==> src/rtl/port_out_uart_tx.sv <==
// Watches the CPU output port and sends each new value over 8N1 UART as a line of
// uppercase hex digits followed by CR LF. Changes made while a line is in flight are coalesced.
module port_out_uart_tx #(
    parameter int unsigned WIDTH_REG = 32,
    parameter int unsigned DIVISOR   = 434
) (
    input  logic                 clk,
    input  logic                 reset_n,
    input  logic [WIDTH_REG-1:0] port_in,
    output logic                 uart_tx,
    output logic                 busy,
    output logic [7:0]           skip_count
);

    localparam int unsigned N  = WIDTH_REG / 4;
    localparam int unsigned CW = $clog2(N + 2);
    localparam int unsigned BW = $clog2(DIVISOR);

    typedef enum logic [1:0] {
        S_IDLE,
        S_START,
        S_DATA,
        S_STOP
    } state_t;

    state_t               state_q, state_d;
    logic [WIDTH_REG-1:0] last_sent_q, last_sent_d;
    logic [WIDTH_REG-1:0] prev_in_q;
    logic [WIDTH_REG-1:0] snapshot_q, snapshot_d;
    logic [CW-1:0]        char_idx_q, char_idx_d;
    logic [2:0]           bit_idx_q, bit_idx_d;
    logic [BW-1:0]        baud_q, baud_d;
    logic [7:0]           shift_q, shift_d;
    logic                 tx_q, tx_d;
    logic                 busy_q, busy_d;
    logic [7:0]           skip_q, skip_d;

    // ASCII character at position idx of the line for value v.
    function automatic logic [7:0] line_char(input logic [WIDTH_REG-1:0] v, input logic [CW-1:0] idx);
        logic [WIDTH_REG-1:0] sh;
        logic [3:0]           nib;
        sh  = '0;
        nib = 4'h0;
        if (idx == CW'(N)) begin
            line_char = 8'h0D;
        end else if (idx == CW'(N + 1)) begin
            line_char = 8'h0A;
        end else begin
            sh        = v >> (4 * (N - 1 - 32'(idx)));
            nib       = sh[3:0];
            line_char = (nib < 4'd10) ? (8'h30 + {4'h0, nib}) : (8'h37 + {4'h0, nib});
        end
    endfunction

    always_ff @(posedge clk or negedge reset_n) begin
        if (!reset_n) begin
            state_q     <= S_IDLE;
            last_sent_q <= '0;
            prev_in_q   <= '0;
            snapshot_q  <= '0;
            char_idx_q  <= '0;
            bit_idx_q   <= '0;
            baud_q      <= '0;
            shift_q     <= '0;
            tx_q        <= 1'b1;
            busy_q      <= 1'b0;
            skip_q      <= '0;
        end else begin
            state_q     <= state_d;
            last_sent_q <= last_sent_d;
            prev_in_q   <= port_in;
            snapshot_q  <= snapshot_d;
            char_idx_q  <= char_idx_d;
            bit_idx_q   <= bit_idx_d;
            baud_q      <= baud_d;
            shift_q     <= shift_d;
            tx_q        <= tx_d;
            busy_q      <= busy_d;
            skip_q      <= skip_d;
        end
    end

    always_comb begin
        state_d     = state_q;
        last_sent_d = last_sent_q;
        snapshot_d  = snapshot_q;
        char_idx_d  = char_idx_q;
        bit_idx_d   = bit_idx_q;
        baud_d      = baud_q;
        shift_d     = shift_q;
        skip_d      = skip_q;

        // Changes seen while a line is in flight are lost; count them, saturating.
        if (busy_q && (port_in != prev_in_q) && (skip_q != 8'hFF)) begin
            skip_d = skip_q + 8'd1;
        end

        unique case (state_q)
            S_IDLE: begin
                if (port_in != last_sent_q) begin
                    state_d     = S_START;
                    snapshot_d  = port_in;
                    last_sent_d = port_in;
                    char_idx_d  = '0;
                    baud_d      = BW'(DIVISOR - 1);
                    shift_d     = line_char(port_in, CW'(0));
                end
            end
            S_START: begin
                if (baud_q == '0) begin
                    state_d   = S_DATA;
                    bit_idx_d = 3'd0;
                    baud_d    = BW'(DIVISOR - 1);
                end else begin
                    baud_d = baud_q - BW'(1);
                end
            end
            S_DATA: begin
                if (baud_q == '0) begin
                    shift_d = shift_q >> 1;
                    baud_d  = BW'(DIVISOR - 1);
                    if (bit_idx_q == 3'd7) begin
                        state_d = S_STOP;
                    end else begin
                        bit_idx_d = bit_idx_q + 3'd1;
                    end
                end else begin
                    baud_d = baud_q - BW'(1);
                end
            end
            S_STOP: begin
                if (baud_q == '0) begin
                    baud_d = BW'(DIVISOR - 1);
                    if (char_idx_q == CW'(N + 1)) begin
                        state_d = S_IDLE;
                    end else begin
                        state_d    = S_START;
                        char_idx_d = char_idx_q + CW'(1);
                        shift_d    = line_char(snapshot_q, char_idx_q + CW'(1));
                    end
                end else begin
                    baud_d = baud_q - BW'(1);
                end
            end
            default: state_d = S_IDLE;
        endcase

        // Line level and busy are registered from the next state.
        case (state_d)
            S_START: tx_d = 1'b0;
            S_DATA:  tx_d = shift_d[0];
            default: tx_d = 1'b1;
        endcase
        busy_d = (state_d != S_IDLE);
    end

    assign uart_tx    = tx_q;
    assign busy       = busy_q;
    assign skip_count = skip_q;

endmodule

==> config.mk <==
export PLATFORM = sky130hd
export DESIGN_NAME = port_out_uart_tx
export DESIGN_NICKNAME = d
export VERILOG_FILES = /design/src/rtl/port_out_uart_tx.sv
export SDC_FILE = /design/constraint.sdc
export NUM_CORES = 1
export LEC_CHECK = 0
export ABC_CLOCK_PERIOD_IN_PS = 3800
export CORE_UTILIZATION = 30
export CTS_BUF_LIST = sky130_fd_sc_hd__clkbuf_4 sky130_fd_sc_hd__clkbuf_8
export DETAILED_ROUTE_END_ITERATION = 10
export SLEW_MARGIN = 20
export SYNTH_ARGS = -nofsm -noshare
export SYNTH_HDL_FRONTEND = slang
export SYNTH_SLANG_ARGS = --single-unit
==> constraint.sdc <==
create_clock -name clk -period 3.8 [get_ports clk]
set_input_delay 0.38 -clock clk [delete_from_list [all_inputs] [get_ports clk]]
set_output_delay 0.38 -clock clk [all_outputs]
set_load 0.01 [all_outputs]
==> results of run 1 <==
-- cells by family after synthesis --
| logic type | Yosys count |
|---|---|
| xor gates and xnor gates | 77 |
| and+or+nand+nor | 109 |
| adders and majority gates | 15 |
| muxes | 48 |
| DFF | 99 |
| buffers and inverters | 31 |
| AOI/OAI and AO/OA | 78 |
-- sequential cells by signal (all words and copies together), names as in the netlist --
register,flops
bit_idx_q,3
prev_in_q,32
shift_q,7
skip_count,8
snapshot_q,32
baud_q,9
uart_tx,1
busy,1
char_idx_q,4
state_q,2
-- layout make-up --
type / instances / area (sq um)
tap: 220 / 275
timing repair buffer: 47 / 462
sequential: 99 / 2480
clock buffer: 9 / 124
fill: 1674 / 10700
multi-input combinational: 327 / 2540
inverter: 17 / 63.8
clock inverter: 7 / 58.8
-- stage by stage --
stage / cell area, sq um / hold WS, ns / total power, mW / utilization [%] / worst slack (ns)
final: 6010 / 0.0317 / 1.87 / 36.0 / 0.539
after global routing: 6010 / 0.0626 / 1.96 / 36.0 / 0.413
after CTS: 6000 / 0.190 / 1.90 / 35.9 / 0.562
after detailed placement: 5820 / 0.481 / 1.24 / 34.9 / 0.551
after global placement: 5820 / 0.477 / 1.24 / 34.9 / 0.618
after floorplan: 5170 / 0.0844 / 1.15 / - / 0.923
-- worst max-delay path by stage --
stage | startpoint | end | slack [ns] | cells past startpoint
4_1_cts | char_idx_q[1]$_DFFE_PN0P_ | shift_q[2]$_DFFE_PN0P_ | 0.56 | 10
5_1_grt | char_idx_q[1]$_DFFE_PN0P_ | uart_tx$_DFF_PN1_ | 0.41 | 8
6_report | char_idx_q[1]$_DFFE_PN0P_ | shift_q[2]$_DFFE_PN0P_ | 0.54 | 10
3_3_place_gp | port_in[28] | snapshot_q[0]$_DFFE_PN0P_ | 0.62 | 7
2_1_floorplan | char_idx_q[0]$_DFFE_PN0P_ | shift_q[2]$_DFFE_PN0P_ | 0.92 | 12
3_5_place_dp | port_in[28] | shift_q[4]$_DFFE_PN0P_ | 0.55 | 8
-- layout by cell type, fill, tap and decap left out, types with 3 or more instances in the layout --
cell | Yosys | routed
ha_1 | 15 | 15
or2_2 | 3 | 3
xor2_1 | 3 | 3
clkbuf_8 | 0 | 9
clkdlybuf4s50_1 | 0 | 42
a221oi_1 | 3 | 3
dfrtp_1 | 98 | 98
xnor2_1 | 73 | 73
o31ai_1 | 3 | 3
o21ai_1 | 3 | 3
nor3_1 | 5 | 5
and3_1 | 5 | 5
nand2_1 | 27 | 27
a2111oi_0 | 3 | 3
mux4_2 | 4 | 4
mux2i_1 | 9 | 9
nor2b_1 | 4 | 4
buf_4 | 1 | 4
o22ai_1 | 4 | 4
inv_1 | 17 | 17
nand2b_1 | 4 | 4
o21ai_0 | 18 | 18
mux2_2 | 35 | 35
nor4_1 | 5 | 5
nor2_1 | 20 | 20
nand4_1 | 20 | 20
a21oi_1 | 15 | 15
nand3_1 | 4 | 4
a31oi_1 | 5 | 5
-- critical path, stage by stage, from the launching register on --
cell,delay [ns]
dfrtp_1,0.43
inv_1,0.10
ha_1,0.72
mux2_2,0.42
mux4_2,0.48
nand2_1,0.13
ha_1,0.21
nand4_1,0.10
and3_1,0.22
a211o_1,0.26
a21oi_1,0.12
-- layer usage --
layer  global-route usage, %  vias to the layer above  share of wire [%]
met4                    3.79                        0                1.1
met3                    3.35                       10                3.0
met2                    23.3                       52                 51
met1                    17.6                     1755                 45
li1                        -                     1715                  -
met5                       0                        -                  0
-- power by group through the flow --
stage	Sequential [mW]	Clock (mW)	Combinational, mW
3_5_place_dp	1.10	0	0.146
2_1_floorplan	1.10	0	0.0568
6_report	1.08	0.653	0.143
3_3_place_gp	1.10	0	0.144
5_1_grt	1.08	0.724	0.159
4_1_cts	1.08	0.680	0.147
==> results.md, run 1 <==
* Outcome: complete, no violations
* Iter 0 DRT Violations at 219
* IO buf count at 43
* Top FF cell, synth: dfrtp_1
* Count of final setup violators at 0
* Critical Path RT at 4.12 ns
* Ys Warns at 0
* HPWL after DPL at 8580 um
* CP Max Fanout at 17
* Remaining DRCs at 0
* Largest net degree at the start of global routing at 83
* Final nets at 550
* Post-synth EDFFs at 0
* Syn nets at 506
* # resized after CTS at 0
* Initial antenna violation count at 0
* Hold-fix buffer count after cts at 0
* Yosys top cell area share at 47.4%
* Largest family of logic cells by synthesized area: XOR/XNOR gates
* Synthesized area at 0.00517 sq mm
* Peak supply drop at 327 uV
* Clock transition at the registers of the reported paths at 0.10 ns
* Final Wtd Congestion at 0.883
* Clk network pwr share at 34.9%
* Max-slew violations at 0
* Sink Count at 99
* N_diodes at 0
* Worst skew pair latency at 0.39 ns
* Max-cap viol count at 0
* Synthesized-area fraction occupied by adder cells at 3.63%
* Internal at 1.39 mW
* # rows at 47
* Layout Cells excl Fill at 726
* Grt total ovfl at 0
* CTS max path bufs at 2
* Period Utilization, post-route at 85.8%
* Mux share of post-synthesis cell area at 11.1%
* H-tree levels at 3
* Slew @ Worst Pin at 0.723 ns
* Synth Area in Compound Gates at 10.0%
* Slew HR at 51.8%
* Die area at 0.0178 sq mm
* DR WL/cell at 15.6 um
* NetSw at 0.482 mW
* Root Buffer: clkbuf_8
* Mapped Avg Cell Area at 11.3 sq um
* Vias in the first global route at 3,577
* Placed insts at 710
* Post-Synth Simple-Gate Area at 11.3%
* Drt via density at 4.87
* CTS tree: done
* Setup Fix Bufs, Post-CTS at 0
* Leak at 2.42 nW
* RR Endpoint: shift_q[2]$_DFFE_PN0P_
* Fmax at 0.307 GHz
* Most frequent cells after synthesis: dfrtp_1 (98), xnor2_1 (73), mux2_2 (35)
* Post-route ant nets at 0
* Sequential share of the synthesized area at 47.9%
* Synth Area in XOR/XNOR at 13.2%
* Part of the power in registers at 57.5%
* Ranking of synthesized cells by area: dfrtp_1 (47%), xnor2_1 (12%), mux2_2 (7.6%)
* Initial Util at 31.0%
* Die Wd at 133 um
* Largest area contributor in the netlist: dfrtp_1
* GRT Overall Usage at 13.8%
* Setup CP Type: flop to flop
* Drt total wl at 11,300 um
* Logic pwr share at 7.6%
* Die H at 133 um
* Crit end category: flop
* Layout cells sized above 1 at 14.2%
* Hold Path Class: input port to async pin
* Most common cell in the netlist: dfrtp_1
* Fin crit period at 3.26 ns
* Core area at 0.0167 sq mm
* I/O Pins at 44
* Clock skew at 0.00907 ns
* Vias at 3,532
* Crit start category: flop
* RSZ-0062 raised after global routing: no
* P&R area growth vs syn at 16.1%
* Worst r2r path cells at 10
* Reg2reg start: char_idx_q[1]$_DFFE_PN0P_
* Power per cell area at 312 mW/mm^2
* Worst path arrival time at 3.58 ns
* Cells after Synth at 457
* Total negative slack at 0 ns
* Post-synthesis cell type count at 59
* Total CTS buffers at 9
* Async S/R FF share, synth at 100%
* Drt pass-1 iters at 4
* Hold Vio Cnt, Final at 0
* Sw frac at 25.7%
* Yosys reg bits at 99
* R2r setup slk at 0.54 ns
* First-pass GRT wire length at 19,000 um
Note: power is estimated with default switching activity, not from simulation.
==> run 2, diff against run 1 <==
Settings changed: PLACE_DENSITY set to 0.53.
==> results.md, run 2 (same netlist as run 1, synthesis figures left out) <==
* Hold Path Class: input port to async pin (unchanged)
* CTS max path bufs at 2 (unchanged)
* First-pass GRT wire length at 19,700 um (was 19,000 um)
* Die Wd at 133 um (unchanged)
* Final nets at 553 (was 550)
* Slew HR at 48.7% (was 51.8%)
* Final Wtd Congestion at 0.787 (was 0.883)
* Grt total ovfl at 0 (unchanged)
* Total negative slack at 0 ns (unchanged)
* Final WS setup at 0.411 ns (was 0.539 ns)
* Post-route ant nets at 0 (unchanged)
* CP Max Fanout at 17 (unchanged)
* Remaining DRCs at 0 (unchanged)
* Max-cap viol count at 0 (unchanged)
* Die H at 133 um (unchanged)
* Critical Path RT at 4.13 ns (was 4.12 ns)
* Top Registers: prev_in_q x32, snapshot_q x32, baud_q x9 (unchanged)
* CP cell instances: inv_1 -> ha_1 -> mux2_2 -> mux4_2 -> nand2_1 -> ha_1 -> nand4_1 -> and3_1 -> a211o_1 -> a21oi_1 (unchanged)
* Worst stage delay on the critical path at 0.79 ns (was 0.72 ns)
* Pre-CTS WS at 0.413 ns (was 0.551 ns)
* Worst skew pair latency at 0.40 ns (was 0.39 ns)
* Worst path arrival time at 3.72 ns (was 3.58 ns)
* CTS tree: done (unchanged)
* Hold Vio Cnt, Final at 0 (unchanged)
* Setup Fix Bufs, Post-CTS at 0 (unchanged)
* Peak supply drop at 255 uV (was 327 uV)
* Drt pass-1 iters at 4 (unchanged)
* N_diodes at 0 (unchanged)
* Initial Util at 31.0% (unchanged)
* Core area at 0.0167 sq mm (unchanged)
* Period Utilization, post-route at 89.2% (was 85.8%)
* Fmax at 0.295 GHz (was 0.307 GHz)
* P&R area growth vs syn at 16.9% (was 16.1%)
* Die area at 0.0178 sq mm (unchanged)
* Drt via density at 4.85 (was 4.87)
* Slew @ Worst Pin at 0.769 ns (was 0.723 ns)
* Outcome: complete, no violations (unchanged)
* Sink Count at 99 (unchanged)
* Layout cells sized above 1 at 14.5% (was 14.2%)
* Initial antenna violation count at 0 (unchanged)
* Vias at 3,536 (was 3,532)
* # resized after CTS at 0 (unchanged)
* Crit end category: flop (unchanged)
* Fin area at 0.00605 sq mm (was 0.00601 sq mm)
* RSZ-0062 raised after global routing: no (unchanged)
* Placed Area at 0.00585 sq mm (was 0.00582 sq mm)
* Filler cells at 1,665 (was 1,674)
* Total CTS buffers at 9 (unchanged)
* # rows at 47 (unchanged)
* Power per cell area at 316 mW/mm^2 (was 312 mW/mm^2)
* IO buf count at 43 (unchanged)
* Leak at 2.45 nW (was 2.42 nW)
* Fin crit period at 3.39 ns (was 3.26 ns)
* Root Buffer: clkbuf_8 (unchanged)
* Final worst hold slack at 0.460 ns (was 0.0317 ns)
* Most common cell after layout, fill and taps aside: dfrtp_1 (unchanged)
* Highest-delay cell along the critical path: ha_1 (unchanged)
* Iter 0 DRT Violations at 202 (was 219)
* Vias in the first global route at 3,683 (was 3,577)
* Clock transition at the registers of the reported paths at 0.11 ns (was 0.10 ns)
* Clock skew at 0.0111 ns (was 0.00907 ns)
* Max-slew violations at 0 (unchanged)
* DR WL/cell at 16.2 um (was 15.6 um)
* GRT Overall Usage at 14.4% (was 13.8%)
* Drt total wl at 11,800 um (was 11,300 um)
* HPWL after DPL at 8790 um (was 8580 um)
* Largest net degree at the start of global routing at 36 (was 83)
* Commonest non-fill, non-tap cells in the layout: dfrtp_1 (98), xnor2_1 (73), clkdlybuf4s50_1 (42) (unchanged)
* H-tree levels at 3 (unchanged)
* Count of final setup violators at 0 (unchanged)
* Crit start category: flop (unchanged)
* Total Power at 1.92 mW (was 1.87 mW)
* CP dominant cell by count: ha_1 (unchanged)
* I/O Pins at 44 (unchanged)
* Setup CP Type: flop to flop (unchanged)
[run 2: cell type report]
cell class,instances,area (sq um),share of cell area [%]
well taps,220,275,4.55
multi-input cells,327,2540,42.1
repair buffers,50,495,8.19
clock buffers,10,138,2.27
flip-flops and latches,99,2480,41.0
clock inverters,6,56.3,0.930
inverters,17,63.8,1.05
[run 2: power breakdown]
group          switching [mW]  internal, mW
clock network           0.419         0.272
registers             0.00738          1.07
logic                  0.0751        0.0718
total                   0.501          1.41
[run 2: critical path: cells and delay by family (launching register included)]
family / cells / cell delay (ns)
compound gates: 2 / 0.40
flops: 1 / 0.44
simple gates: 3 / 0.45
buf+inv: 1 / 0.10
mux: 2 / 0.93
fa+ha+maj: 2 / 1.00
[run 2: through the flow]
| step | instances | util (%) |
|---|---|---|
| finish | 729 | 36.2 |
| floorplan | 457 | - |
| detailed placement | 712 | 35.0 |
| global route | 729 | 36.2 |
| CTS | 729 | 36.2 |
| global placement | 712 | 35.0 |
[run 2: metal layers]
layer	wire length (um)	vias to the layer above	share of wire [%]	GRT usage, %
li1	-	1718	-	-
met1	5600	1764	48	19.2
met2	5730	46	49	23.1
met3	354	8	3.0	4.15
met4	109	0	0.92	3.22
met5	0	-	0	0
[run 2: what timing repair did]
action / in CTS / in global routing
setup endpoints to repair: 0 / 0
hold endpoints to repair: 31 / 0
hold buffers: 1 / 0
[run 2: path summary, 6_finish.rpt]
check	startpoint	to	slack [ns]	cells past startpoint
max in group asynchronous	reset_n	prev_in_q[18]$_DFF_PN0_	2.52	3
setup / recovery	char_idx_q[1]$_DFFE_PN0P_	shift_q[2]$_DFFE_PN0P_	0.41	10
min in group clk	skip_count[6]$_DFFE_PN0P_	skip_count[6]$_DFFE_PN0P_	0.50	1
hold / removal	reset_n	shift_q[6]$_DFFE_PN0P_	0.46	2
hold reg to reg	skip_count[6]$_DFFE_PN0P_	skip_count[6]$_DFFE_PN0P_	0.50	1
setup reg to reg	char_idx_q[1]$_DFFE_PN0P_	shift_q[2]$_DFFE_PN0P_	0.41	10
